### config.mk
export PLATFORM = sky130hd
export DESIGN_NAME = counter_sched_flat
export DESIGN_NICKNAME = d
export VERILOG_FILES = /design/src/rtl/cnt_sched_pkg.sv /design/src/rtl/counter_sched_if.sv /design/src/rtl/arb2.sv /design/src/rtl/counter_sched.sv /design/src/flat_wrapper.sv
export SDC_FILE = /design/constraint.sdc
export NUM_CORES = 1
export LEC_CHECK = 0
export BUFFER_PORTS_ARGS = -buffer_cell sky130_fd_sc_hd__buf_4
export CELL_PAD_IN_SITES_DETAIL_PLACEMENT = 1
export CELL_PAD_IN_SITES_GLOBAL_PLACEMENT = 2
export CORE_ASPECT_RATIO = 1.5
export CORE_MARGIN = 5
export CORE_UTILIZATION = 32
export CTS_CLUSTER_SIZE = 20
export DETAILED_ROUTE_END_ITERATION = 6
export PLACE_DENSITY = 0.79
export SETUP_SLACK_MARGIN = 0.05
export SYNTH_ARGS = -nofsm -noshare
export SYNTH_HDL_FRONTEND = slang
export SYNTH_HIERARCHICAL = 1
export SYNTH_SLANG_ARGS = --single-unit
### constraint.sdc
create_clock -name clk -period 2.1 [get_ports clk]
set_input_delay 0.105 -clock clk [delete_from_list [all_inputs] [get_ports clk]]
set_output_delay 0.105 -clock clk [all_outputs]
set_load 0.03 [all_outputs]
### src/rtl/cnt_sched_pkg.sv
// Shared types and limits for the counter command scheduler: opcodes,
// FSM states and the inter-pulse gap bound.
package cnt_sched_pkg;

  localparam int ARG_W         = 4;
  localparam int PULSE_GAP_MAX = 7;
  localparam int GAP_W         = 3;

  typedef enum logic [1:0] {
    OP_LOAD = 2'b00,
    OP_UP   = 2'b01,
    OP_DOWN = 2'b10,
    OP_NOP  = 2'b11
  } op_e;

  typedef enum logic [1:0] {
    ST_IDLE,
    ST_EXEC,
    ST_GAP,
    ST_DONE
  } state_e;

  // UP and DOWN are the only opcodes that emit count pulses.
  function automatic logic is_step(op_e op);
    return (op == OP_UP) || (op == OP_DOWN);
  endfunction

endpackage

### src/rtl/counter_sched_if.sv
// Command handshake of one requester: valid/op/arg offered by the master,
// ready returned by the scheduler in the accept cycle.
interface counter_sched_if;
  import cnt_sched_pkg::*;

  logic             valid;
  logic [1:0]       op;
  logic [ARG_W-1:0] arg;
  logic             ready;

  modport master (output valid, output op, output arg, input ready);
  modport slave  (input valid, input op, input arg, output ready);

endinterface

### src/rtl/arb2.sv
// Two-way request arbiter. With CNT_SCHED_RR_EN defined it keeps a
// round-robin pointer; otherwise requester 0 has fixed priority.
module arb2 (
`ifdef CNT_SCHED_RR_EN
  input  logic       clk,
  input  logic       reset,
  input  logic       advance,
`endif
  input  logic [1:0] req,
  output logic [1:0] gnt
);

`ifdef CNT_SCHED_RR_EN
  // Holds the index granted last; starts at 1 so requester 0 wins first.
  logic last_gnt;

  always_comb begin
    gnt = req;
    if (req == 2'b11) begin
      gnt = last_gnt ? 2'b01 : 2'b10;
    end
  end

  always_ff @(posedge clk) begin
    if (reset) begin
      last_gnt <= 1'b1;
    end else if (advance) begin
      last_gnt <= gnt[1];
    end
  end
`else
  assign gnt = {req[1] & ~req[0], req[0]};
`endif

endmodule

### src/rtl/counter_sched.sv
// Schedules LOAD/UP/DOWN/NOP commands from two requesters onto a 4-bit
// up/down counter. Arbitration mode selected by CNT_SCHED_RR_EN.
module counter_sched
  import cnt_sched_pkg::*;
#(
  parameter int PULSE_GAP = 0
) (
  input  logic             clk,
  input  logic             reset,
  counter_sched_if.slave   req0,
  counter_sched_if.slave   req1,
  output logic             count,
  output logic             up_down,
  output logic             load,
  output logic [ARG_W-1:0] load_input,
  output logic             busy,
  output logic             done,
  output logic             done_id
);

  localparam int GAP = (PULSE_GAP > PULSE_GAP_MAX) ? PULSE_GAP_MAX :
                       (PULSE_GAP < 0) ? 0 : PULSE_GAP;
  localparam logic [GAP_W-1:0] GAP_LAST = GAP_W'(GAP - 1);

  state_e           state;
  logic             id_q;
  logic [ARG_W-1:0] rem;
  logic [GAP_W-1:0] gap_cnt;

  logic [1:0]       req_vld;
  logic [1:0]       gnt;
  logic             accept;
  op_e              sel_op;
  logic [ARG_W-1:0] sel_arg;
  logic             sel_id;

  assign req_vld = {req1.valid, req0.valid};
  assign accept  = (state == ST_IDLE) && (|req_vld) && !reset;

  assign req0.ready = accept & gnt[0];
  assign req1.ready = accept & gnt[1];

  arb2 u_arb (
`ifdef CNT_SCHED_RR_EN
    .clk     (clk),
    .reset   (reset),
    .advance (accept),
`endif
    .req     (req_vld),
    .gnt     (gnt)
  );

  always_comb begin
    sel_id  = gnt[1];
    sel_op  = op_e'(gnt[1] ? req1.op : req0.op);
    sel_arg = gnt[1] ? req1.arg : req0.arg;
  end

  // Outputs are registered together with the state, so each output value
  // belongs to the state it is issued alongside.
  always_ff @(posedge clk) begin
    if (reset) begin
      state      <= ST_IDLE;
      count      <= 1'b0;
      load       <= 1'b0;
      busy       <= 1'b0;
      done       <= 1'b0;
      done_id    <= 1'b0;
      up_down    <= 1'b1;
      load_input <= '0;
    end else begin
      case (state)
        ST_IDLE: begin
          if (accept) begin
            state <= ST_EXEC;
            busy  <= 1'b1;
            id_q  <= sel_id;
            rem   <= sel_arg - ARG_W'(1);
            if (sel_op == OP_LOAD) begin
              load       <= 1'b1;
              load_input <= sel_arg;
            end else if (is_step(sel_op) && sel_arg != '0) begin
              count   <= 1'b1;
              up_down <= (sel_op == OP_UP);
            end
          end
        end

        ST_EXEC: begin
          load <= 1'b0;
          // rem counts pulses still owed after the one being issued now.
          if (count && rem != '0) begin
            if (GAP > 0) begin
              state   <= ST_GAP;
              count   <= 1'b0;
              gap_cnt <= GAP_LAST;
            end else begin
              rem <= rem - ARG_W'(1);
            end
          end else begin
            state   <= ST_DONE;
            count   <= 1'b0;
            done    <= 1'b1;
            done_id <= id_q;
          end
        end

        ST_GAP: begin
          if (gap_cnt == '0) begin
            state <= ST_EXEC;
            count <= 1'b1;
            rem   <= rem - ARG_W'(1);
          end else begin
            gap_cnt <= gap_cnt - GAP_W'(1);
          end
        end

        ST_DONE: begin
          state <= ST_IDLE;
          done  <= 1'b0;
          busy  <= 1'b0;
        end

        default: state <= ST_IDLE;
      endcase
    end
  end

endmodule

### src/flat_wrapper.sv
// flat-port wrapper written by rule: the top's interface ports become plain ports
module counter_sched_flat import cnt_sched_pkg::*;
#(
  parameter int PULSE_GAP = 0
)
  (clk, reset, count, up_down, load, load_input, busy, done, done_id, req0_valid, req0_op, req0_arg, req0_ready, req1_valid, req1_op, req1_arg, req1_ready);
  counter_sched_if req0_i ();
  counter_sched_if req1_i ();
  input  logic clk;
  input  logic reset;
  output logic count;
  output logic up_down;
  output logic load;
  output logic [ARG_W-1:0] load_input;
  output logic busy;
  output logic done;
  output logic done_id;
  input wire logic [$bits(req0_i.valid)-1:0] req0_valid;
  input wire logic [$bits(req0_i.op)-1:0] req0_op;
  input wire logic [$bits(req0_i.arg)-1:0] req0_arg;
  output wire logic [$bits(req0_i.ready)-1:0] req0_ready;
  input wire logic [$bits(req1_i.valid)-1:0] req1_valid;
  input wire logic [$bits(req1_i.op)-1:0] req1_op;
  input wire logic [$bits(req1_i.arg)-1:0] req1_arg;
  output wire logic [$bits(req1_i.ready)-1:0] req1_ready;
  assign req0_i.valid = req0_valid;
  assign req0_i.op = req0_op;
  assign req0_i.arg = req0_arg;
  assign req0_ready = req0_i.ready;
  assign req1_i.valid = req1_valid;
  assign req1_i.op = req1_op;
  assign req1_i.arg = req1_arg;
  assign req1_ready = req1_i.ready;
  counter_sched #(.PULSE_GAP(PULSE_GAP)) u_core (.clk(clk), .reset(reset), .req0(req0_i), .req1(req1_i), .count(count), .up_down(up_down), .load(load), .load_input(load_input), .busy(busy), .done(done), .done_id(done_id));
endmodule
Yosys cells after proc, flatten, opt, wreduce, memory -nomap -nowiden. Index checks and enable logic that the tools add are counted.

Add/subtract/negate cells: 3. Multipliers: 0. Div/mod/pow operators: 0. Magnitude comparators: 0. Equal/unequal tests: 12. Shift-type cells: 0. Multiplexer cells: 23. Bitwise gates (word level): 8. Reduce and logical (&&, ||, !) cells: 27.

Operators by type and width (number): 4-bit two-way mux (4); 3-bit AND reduction (5); 4-bit one-hot mux with 3 select lines (1); 1-bit two-way mux (9); 2-bit two-way mux (4); 2-bit != test, second input constant (4); 2-bit one-hot mux with 4 select lines (1); 4-bit nonzero test (2); 4-bit by 1-bit subtractor with 4-bit output, second input constant (2); 2-bit equality test, second input constant (3); 2-bit by 1-bit != test with 1-bit output, second input constant (3); 1-bit one-hot mux with 2 select lines (3); 2-bit AND reduction (3); 6-bit AND reduction (1); 2-bit nonzero test (3); 1-bit inverter (5); 5-bit AND reduction (1); 2-bit by 1-bit equality test with 1-bit output, second input constant (2); 1-bit logical AND (4); 2-bit zero test (2); 4-bit AND reduction (1); 1-bit bitwise AND (3); 3-bit zero test (1); 1-bit one-hot mux with 3 select lines (1); 5 further kinds (5).

Register bits after elaboration: 20. Bits in latches: 0. Memory bits (writable): 0. ROM bits: 0. Input bits: 16. Word-level logic and storage cells: 84. Memories: 0.

Longest topological paths before layout.
Depth after elaboration: 10. Gate-level depth with buffers: 8. Depth with buffers taken out: 8.

Cells and area by module. Netlist, hierarchy kept.

By module, submodules not included: counter_sched (times used 1, cells each 114, area each 1129.8 µm²); arb2 (times used 1, cells each 2, area each 21.3 µm²).

Least setup slack after synthesis. Ideal clock, no wire load.

Path type: register to register. From: register u_core.count. To: register u_core.rem[0] (enable). Arrival: 1342 ps. Required time: 1739 ps. Path slack: 396 ps. Cell stages (with the launch flop): 5. Period minus slack after synthesis: 1704 ps. Path through: dfxtp_1 -> o41a_1 -> nand2b_1 -> nand2_1 -> nor3_1.

Word-level cells in the longest chain between the ends: 3.

Ends and longest elaborated chain: start: declaration (line counter_sched.sv:12) `output logic count,`; start signal: assignment (line counter_sched.sv:64) `count <= 1'b0;`; start signal: assignment (line counter_sched.sv:83) `count <= 1'b1;`; start signal: assignment (line counter_sched.sv:95) `count <= 1'b0;`; 1-bit logical AND (line counter_sched.sv:92) `if (count && rem != '0) begin`; 2-bit by 1-bit != test with 1-bit output (no source line); 5-bit AND reduction (no source line); end signal: assignment (line counter_sched.sv:78) `rem <= sel_arg - ARG_W'(1);`; end signal: assignment (line counter_sched.sv:98) `rem <= rem - ARG_W'(1);`; end signal: assignment (line counter_sched.sv:112) `rem <= rem - ARG_W'(1);`; end: declaration (line counter_sched.sv:27) `logic [ARG_W-1:0] rem;`.

Every way passes these cells. A chain may end at the register's enable or synchronous reset.

Final worst setup path.
From: register u_core.state[0]. To: register u_core.rem[2] (data pin).

Word-level cells in the longest chain between the ends: 2. Elaborated cells on any way between the ends: 4. Classes of those cells: eq/ne: 2; mux: 1; reduce/logical: 1.

Ends and longest elaborated chain: start: declaration (line counter_sched.sv:25) `state_e state;`; start signal: assignment (line counter_sched.sv:63) `state <= ST_IDLE;`; start signal: assignment (line counter_sched.sv:75) `state <= ST_EXEC;`; start signal: assignment (line counter_sched.sv:94) `state <= ST_GAP;`; 2-bit equality test (tied with other cells) (line counter_sched.sv:72) `case (state)`; 4-bit one-hot mux with 3 select lines (*) (line counter_sched.sv:72).

Mark *: on every way between the ends. The rest lies on a longest branch, timed or not.

==> impl_results.md <==
* P_sw at 0.449 mW
* Via count at approximately 900
* Main area contributors after synthesis: dfxtp_1 (21%), edfxtp_1 (21%), ha_1 (12%)
* Root buffer cell: clkbuf_8
* Initial core utilization at 0.334
* Commonest cells post-synth: nor2_1 (15), dfxtp_1 (12), ha_1 (11)
* Reg power frac at 0.399
* Max-cap viol count at 0
* RSZ-0062 raised after global routing: no
* Syn-to-layout area delta at 26.8%
* Final setup viols at 0
* First-pass detailed-route iteration total at 2
* Largest net degree at the start of global routing at 18
* Status: finished, final reports clean
* Layout cells sized above 1 at 0.269
* Routed len/inst at 14.2 um
* CTS Buffer Depth at 2
* Seq/Total Area, Yosys at 0.417
* Width of the die at slightly below 60 um
* Top-count cell post-synth: nor2_1
* Cell area after synthesis at 0.00115 mm^2
* Syn_nets at 143
* Post-synthesis async set-or-reset flop share at 0
* Leading area contributor after synthesis: dfxtp_1
* Worst skew pair latency at 260 ps
* Drt initial violations at 10
* Initial antenna violation count at 0
* Vias per cell at 4.88
* Register bit count reported by yosys at 20
* Slew Limit Headroom at 0.754
* GPL Wtd Cong at 0.743
* CTS tree: yes
* Setup CP Type: register to register
* First-pass GRT wire length at 4520 um
* Clock power frac at 0.225
* Die Ht at 83.5 um
* Depth of the worst hold-timing path at 2
* R2R depth at 6
* FF-to-FF Start: u_core/state[0]
* Vias in the first global route at 998
* Hold worst-path end: u_core/load_input[0]
* Placed Area at ~0.0014 mm^2
* Final WL at 2660 um
* Reg2reg end: u_core/rem[2]
* Rows at 26
* PwrDens at 894 mW/mm^2
* Worst Skew at 6.65 ps
* Maximum clock rate at roughly 540 MHz
* Total grt overflow at 0
* DRC Markers at 0
* Tcrit/Tclk final at 0.875
* CTS Buf Count at 3
* Port bufs at 27
* Cts hold-fix bufs at 0
* Total track usage at 0.116
* CTS sink cnt at 20
* CP endpoint kind: register
* Final Instance Area at 0.00146 mm^2
* Core Box Area at 0.00345 mm^2
* HP Start: reset
* Layout net count at 173
* Synth warn at 6
* Least-Margin Pin Slew at 365 ps
* Ports at 28
* Worst hold path type: input port to register
* Synth cell types at 30
* P_int at 0.857 mW
* Post-synth EDFFs at 8
* Main synth FF type: dfxtp_1
* DRT antenna net count at 0
* Final Critical Period at roughly 1800 ps
* Critical path startpoint category: register
* Antenna cells at 0
* Critical Path Start: u_core/state[0]
* Worst-path maximum fanout at 6
* Switching fraction of total power at 0.344
* Combinational share of power at 0.376
* Setup Total Neg Slack at 0 ps
* Die area at just under 0.005 mm^2
* CTS clk-pin slew, worst paths at 80 ps
* Mapped Cells at 116
* Post-DP HPWL at 2130 um
* Pins Over Slew Limit at 0
* Static Leak at 0.650 nW
* Pwr Total at roughly 1.3 mW
* Yosys top cell area share at 0.209
* R2r setup slk at 260 ps
* Syn_area_per_cell at 9.92 um^2
* Core Util, Final at 0.423
* WP data required at 2110 ps
* Final hold vios at 0
* H-tree Lvls at 1
* Crit path DAT at 1850 ps
* Peak VDD IR at 0.000482 V
-- layer usage --
layer | global-route usage | share of wire
met5 | 0 | 0
met4 | 0.0495 | 0.011
met3 | 0.0341 | 0.056
met2 | 0.200 | 0.54
met1 | 0.126 | 0.40
-- through the flow --
stage	hold WS, ps	std cells	setup slack (ps)
global placement	428	183	324
detailed placement	436	183	164
finish	160	187	262
global route	176	187	110
CTS	153	187	113
floorplan	178	116	396
-- cells in the final DEF (no fill, tap or decap) --
cell      netlist  layout
a211oi_1        4       4
a21boi_0        1       1
a21oi_1         5       5
a221oi_4        1       1
and2_1          3       3
buf_4           1      29
clkbuf_8        0       4
dfxtp_1        12      12
edfxtp_1        8       8
ha_1           11      11
inv_1          10      10
mux2_2          2       2
mux2i_1        10      10
nand2_1         7       7
nand2_2         1       1
nand2b_1        3       3
nand3_1         1       1
nand4b_1        1       1
nor2_1         15      15
nor2b_1         3       3
nor2b_4         1       1
nor3_1          2       1
nor3_2          0       1
nor3b_1         1       1
o211ai_1        1       1
o21ai_0         4       4
o21bai_1        1       1
o41a_1          1       1
o41ai_1         1       1
xnor2_1         2       2
-- repair_timing --
action	CTS	global route
resized for setup	0	1
setup endpoints to repair	0	4
setup buffers	0	0
-- cell type report --
| type | instances | area, um^2 |
|---|---|---|
| Clock buffer | 4 | 55.1 |
| Inverter | 10 | 37.5 |
| Fill cell | 424 | 1990 |
| Tap cell | 42 | 52.6 |
| Multi-Input combinational cell | 82 | 617 |
| Sequential cell | 20 | 480 |
| Timing Repair Buffer | 29 | 218 |
-- kinds of logic after synthesis --
group | synth area share
xor gates and xnor gates | 0.0152
DFF | 0.417
muxes | 0.107
AOI/OAI and AO/OA | 0.125
and+or+nand+nor | 0.165
adders and majority gates | 0.120
buffers and inverters | 0.0511
-- power groups by stage --
stage	logic, mW	registers (mW)	clock network [mW]
after detailed placement	0.492	0.531	0
final	0.491	0.521	0.294
after CTS	0.497	0.522	0.309
after global placement	0.476	0.529	0
after floorplan	0.295	0.569	0
after global routing	0.543	0.530	0.321
-- worst max path at each step --
stage / end / slack [ps] / depth (start not counted)
final: u_core/rem[2] / 260 / 6
after detailed placement: u_core/rem[2] / 160 / 6
after floorplan: u_core/rem[0] / 400 / 4
after global routing: u_core/rem[2] / 110 / 6
after global placement: u_core/rem[2] / 320 / 6
after CTS: u_core/rem[0] / 110 / 6
-- state kept, by name (all words and copies together), names as in the netlist --
name,cells
u_core/load_input,4
u_core/rem,4
u_core/gap_cnt,3
u_core/state,2
u_core/busy,1
u_core/count,1
u_core/done,1
u_core/done_id,1
u_core/id_q,1
u_core/load,1
u_core/up_down,1
-- critical path: stages, from the launching register on --
cell	delay, ps
dfxtp_1	430
inv_1	100
ha_1	320
inv_1	100
o21ai_0	330
ha_1	230
xnor2_1	80
Power figures use the tool's default switching activity.
